`src/rtl/demux_pkg.sv`:
```
// Shared types and defaults for the 1-to-2 output demultiplexer.
package demux_pkg;

    localparam int DEMUX_WIDTH = 16;
    localparam int DEMUX_CNT_W = 8;

    typedef enum logic {
        EMPTY = 1'b0,
        FULL  = 1'b1
    } ch_state_t;

    localparam int CH0 = 0;
    localparam int CH1 = 1;

endpackage

```
`src/rtl/demux_slot.sv`:
```
// One output channel: one-entry holding register with valid/ready handshake
// and a saturating count of delivered words.
module demux_slot
    import demux_pkg::*;
#(
    parameter int WIDTH = DEMUX_WIDTH,
    parameter int CNT_W = DEMUX_CNT_W
) (
    input  logic             clk,
    input  logic             reset_n,
    input  logic             load,
    input  logic [WIDTH-1:0] d_in,
    input  logic             out_ready,
    output logic             free,
    output logic             out_valid,
    output logic [WIDTH-1:0] d_out,
    output logic [CNT_W-1:0] cnt
);

    ch_state_t        state_q, state_d;
    logic [WIDTH-1:0] data_q, data_d;
    logic [CNT_W-1:0] cnt_q, cnt_d;
    logic             drain;

    always_comb begin
        drain   = (state_q == FULL) && out_ready;
        free    = (state_q == EMPTY) || out_ready;
        state_d = state_q;
        data_d  = data_q;
        cnt_d   = cnt_q;
        case (state_q)
            EMPTY: if (load) state_d = FULL;
            FULL:  if (drain && !load) state_d = EMPTY;
        endcase
        // Data is left in place after a drain; only a new load overwrites it.
        if (load) data_d = d_in;
        if (drain && (cnt_q != '1)) cnt_d = cnt_q + 1'b1;
    end

    always_ff @(posedge clk or negedge reset_n) begin
        if (!reset_n) begin
            state_q <= EMPTY;
            data_q  <= '0;
            cnt_q   <= '0;
        end else begin
            state_q <= state_d;
            data_q  <= data_d;
            cnt_q   <= cnt_d;
        end
    end

    assign out_valid = (state_q == FULL);
    assign d_out     = data_q;
    assign cnt       = cnt_q;

endmodule

```
`src/rtl/demux_out.sv`:
```
// Registered 1-to-2 demultiplexer: steers each accepted word to the channel
// chosen by sel. Define DEMUX_BCAST_EN to add the bcast (load both) input.
module demux_out
    import demux_pkg::*;
#(
    parameter int WIDTH = DEMUX_WIDTH,
    parameter int CNT_W = DEMUX_CNT_W
) (
    input  logic             clk,
    input  logic             reset_n,
    input  logic [WIDTH-1:0] D_in,
    input  logic             in_valid,
    input  logic             sel,
`ifdef DEMUX_BCAST_EN
    input  logic             bcast,
`endif
    output logic             in_ready,
    output logic [WIDTH-1:0] D_out0,
    output logic [WIDTH-1:0] D_out1,
    output logic             out_valid0,
    output logic             out_valid1,
    input  logic             out_ready0,
    input  logic             out_ready1,
    output logic [CNT_W-1:0] cnt0,
    output logic [CNT_W-1:0] cnt1
);

    logic [1:0] free;
    logic [1:0] load;
    logic       to0, to1;
    logic       accept;

    // in_ready depends only on the targeted channel(s), never on in_valid.
    always_comb begin
        to0      = !sel;
        to1      = sel;
        in_ready = free[sel];
`ifdef DEMUX_BCAST_EN
        if (bcast) begin
            to0      = 1'b1;
            to1      = 1'b1;
            in_ready = free[CH0] && free[CH1];
        end
`endif
        accept    = in_valid && in_ready;
        load[CH0] = accept && to0;
        load[CH1] = accept && to1;
    end

    demux_slot #(.WIDTH(WIDTH), .CNT_W(CNT_W)) u_slot0 (
        .clk       (clk),
        .reset_n   (reset_n),
        .load      (load[CH0]),
        .d_in      (D_in),
        .out_ready (out_ready0),
        .free      (free[CH0]),
        .out_valid (out_valid0),
        .d_out     (D_out0),
        .cnt       (cnt0)
    );

    demux_slot #(.WIDTH(WIDTH), .CNT_W(CNT_W)) u_slot1 (
        .clk       (clk),
        .reset_n   (reset_n),
        .load      (load[CH1]),
        .d_in      (D_in),
        .out_ready (out_ready1),
        .free      (free[CH1]),
        .out_valid (out_valid1),
        .d_out     (D_out1),
        .cnt       (cnt1)
    );

endmodule
```
`config.mk`:
```
export PLATFORM = sky130hd
export DESIGN_NAME = demux_out
export DESIGN_NICKNAME = d
export VERILOG_FILES = /design/src/rtl/demux_pkg.sv /design/src/rtl/demux_slot.sv /design/src/rtl/demux_out.sv
export SDC_FILE = /design/constraint.sdc
export NUM_CORES = 1
export LEC_CHECK = 0
export BUFFER_PORTS_ARGS = -buffer_cell sky130_fd_sc_hd__buf_2
export CORE_UTILIZATION = 35
export DETAILED_ROUTE_END_ITERATION = 16
export PLACE_DENSITY = 0.69
export SETUP_SLACK_MARGIN = 0.05
export SYNTH_ARGS = -nofsm -noshare
export SYNTH_HDL_FRONTEND = slang
export SYNTH_HIERARCHICAL = 1
export SYNTH_SLANG_ARGS = --single-unit
```
`constraint.sdc`:
```
create_clock -name clk -period 2.8 [get_ports clk]
set_clock_uncertainty 0.05 [all_clocks]
set_input_delay 0.14 -clock clk [delete_from_list [all_inputs] [get_ports clk]]
set_output_delay 0.14 -clock clk [all_outputs]
set_load 0.05 [all_outputs]
```
==> flow_metrics.tcl <==
set metrics [dict create \
    status "finished, final reports clean" \
    slowest_delay_ns 0.48 \
    std_cell_rows 27 \
    multi_input_area_sq_um 800.8 \
    yosys-top-cells-count "dfrtp_1 (50), mux2_2 (34)" \
    grt_max_degree 30 \
    grt_overflow 0 \
    wl_mm 3.933 \
    core_sq_um 5608 \
    synth_top_area_share_pct 60.24 \
    start_util_pct 37.04 \
    areaGrowthSynthToFinish_pct 25.48 \
    cp_max_fo 17 \
    seq_area_frac_synth_pct 60.24 \
    numCtsBuffers 5 \
    dpl_worst_slack_ns 1.144 \
    synth_top_family_by_area "multiplexers" \
    fmax_mhz 603.5 \
    cp-start-kind "flop" \
    fill_cells 541 \
    async_reset_ff_share_pct 100.0 \
    setup_viol 0 \
    numPortBuffers 72 \
    instances_no_fill 299 \
    synth.distinct_cells 26 \
    antenna_cells 0 \
    drv_cap 0 \
    avgSynthCellArea_sq_um 13.94 \
    hold_class "in2reg" \
    rsz0062_at_grt "no" \
    ys_warn_count 6 \
    cts-htree-levels 2 \
    fin_util_pct 46.47 \
    crit_chain "or2b_1 -> and3_2 -> mux2_2" \
    drive_above_1_share_pct 54.19 \
    post-synth-top-count-cell "dfrtp_1" \
    grt_pass1_vias 1461 \
    postCtsSetupBuffers 0 \
    synth_fp_nets 173 \
    maxSlewViolCount 0 \
    worst-path-buf-inv 0 \
    place_inst 290 \
    synth.area.top_cells "dfrtp_1 (60%), mux2_2 (18%), xnor2_1 (1.7%)" \
    dpl.hpwl_mm 2.851 \
    max-vdd-ir-drop_v 0.0003726 \
    viasPerCell 4.753 \
    cp_top_family "simple AND/OR/NAND/NOR gates" \
    finalPower_mw 2.446 \
    slew_headroom_pct 57.13 \
    synth_fa_ha_area_share_pct 1.205 \
    hold_viol_final 0 \
    drt_iter0_drc 11 \
    drc 0 \
    leakage_nw 1.274 \
    cp_slowest_cell "and3_2" \
    fin_setup_tns_ns 0 \
    synth_edf_count 0 \
    synth_seq_cells 50 \
    cts_buffer_depth 2 \
    grt_pass1_wl_mm 6.610 \
    synth-compound-area-share_pct 2.892 \
    end_kind "flop" \
    vias 1421 \
    crit_required_ns 2.94 \
    cts_sinks 50 \
    chipWidth_um 79.04 \
    antenna_found_initial 0 \
    syn-cell-area_sq_um 2077 \
    gp_congestion 0.7332 \
    wl_per_cell_um 13.15 \
    synth_xor_area_share_pct 3.373 \
    drt_first_pass_iters 4 \
    fin_crit_ns 1.657 \
    syn_inst 149 \
    seq_area_sq_um 1251 \
    clk_pin_slew_worst_paths_ns 0.09 \
    synthMuxAreaShare_pct 20.24 \
    fin_ws_ns 1.143 \
    worst_pin_slew_ns 0.6430 \
    root_buffer "clkbuf_8" \
    power-per-cell-area_nw_per_um2 938.7 \
    finalNetCount 250 \
    yosysTopAreaCell "dfrtp_1" \
    postLayoutCellArea_sq_um 2606 \
    detail-route-antenna-nets 0 \
    dieArea_sq_um 6247 \
    die_h_um 79.04 \
    grt.total_usage_pct 13.58 \
    critPathKind "reg2reg" \
    fin_crit_sh_pct 59.17 \
    timing.hold.ws_ns 0.03139 \
    insertion_delay_ns 0.30 \
    cts_tree "yes" \
    num_io_pins 73 \
    dpl_cell_area_sq_um 2510 \
    worstPathArrival_ns 1.79 \
    ys.flop_type "dfrtp_1" \
    synthSimpleGateAreaFrac_pct 10.84 \
]
==> registers in the layout, indices dropped and copies added, names as in the netlist <==
| name | flops |
|---|---|
| u_slot0/cnt | 8 |
| u_slot0/d_out | 16 |
| u_slot0/out_valid | 1 |
| u_slot1/cnt | 8 |
| u_slot1/d_out | 16 |
| u_slot1/out_valid | 1 |
==> power by group <==
| part | internal, mW | total (mW) | leakage (nW) | switching, mW |
|---|---|---|---|---|
| Combinational | 0.264 | 1.02 | 0.623 | 0.751 |
| Sequential | 0.882 | 1.02 | 0.606 | 0.139 |
| Clock | 0.177 | 0.410 | 0.0452 | 0.234 |
==> layout make-up <==
type                       instances  area share [%]
clock inverter                     2          0.5281
timing repair buffer              74           14.50
clock buffer                       6           2.784
sequential                        50           48.01
multi-input combinational         95           30.72
tap                               72           3.457
==> worst paths after layout <==
check                                             start                             to  slack, ns  cells past startpoint
max                         u_slot1/out_valid$_DFF_PN0_   u_slot1/d_out[6]$_DFFE_PN0P_       1.14                      3
min                                            D_in[11]  u_slot1/d_out[11]$_DFFE_PN0P_       0.03                      2
max reg2reg                 u_slot1/out_valid$_DFF_PN0_   u_slot1/d_out[6]$_DFFE_PN0P_       1.14                      3
min reg2reg                u_slot1/d_out[7]$_DFFE_PN0P_   u_slot1/d_out[7]$_DFFE_PN0P_       0.46                      1
min in group asynchronous                       reset_n    u_slot1/out_valid$_DFF_PN0_       0.34                      2
max in group asynchronous                       reset_n     u_slot0/cnt[4]$_DFFE_PN0P_       1.63                      3
==> routing by layer <==
metal	global-route usage, %	wire, um	up-vias
met5	0	0	-
met4	4.364	45	0
met3	4.023	228	6
met2	22.76	1927	46
met1	16.72	1732	695
li1	-	-	674
==> kinds of logic (layout without fill, tap and decap cells) <==
| group | after synthesis | in the layout |
|---|---|---|
| multiplexers | 37 | 37 |
| flip-flops | 50 | 50 |
| buffers and inverters | 4 | 82 |
| AND/OR/NAND/NOR | 38 | 38 |
| adder cells (fa/ha/maj) | 2 | 2 |
| AO/OA/AOI/OAI | 10 | 10 |
| XOR/XNOR | 8 | 8 |
==> repair_timing <==
item                      in CTS  in global routing
hold endpoints to repair      28                  0
hold buffers                   1                  0
resized for setup              0                  0
==> worst register-to-register path, stage by stage (launching register included) <==
cell     delay, ns
dfrtp_1       0.39
or2b_1        0.22
and3_2        0.48
mux2_2        0.40
==> layout by cell type, fill, tap and decap left out, drive strengths merged <==
| cell type | count |
|---|---|
| o21ai | 2 |
| clkinv | 2 |
| mux2 | 37 |
| xor2 | 4 |
| nor3 | 2 |
| dlygate4sd3 | 1 |
| nand3 | 6 |
| or2b | 2 |
| and3b | 1 |
| buf | 73 |
| ha | 2 |
| clkbuf | 6 |
| and2 | 2 |
| nor2 | 6 |
| and2b | 2 |
| dfrtp | 50 |
| nand2b | 2 |
| nor2b | 2 |
| a21oi | 6 |
| xnor2 | 4 |
| nand4 | 4 |
| and3 | 3 |
| nand2 | 6 |
| a31oi | 2 |
(Power assumes the default switching activity.)
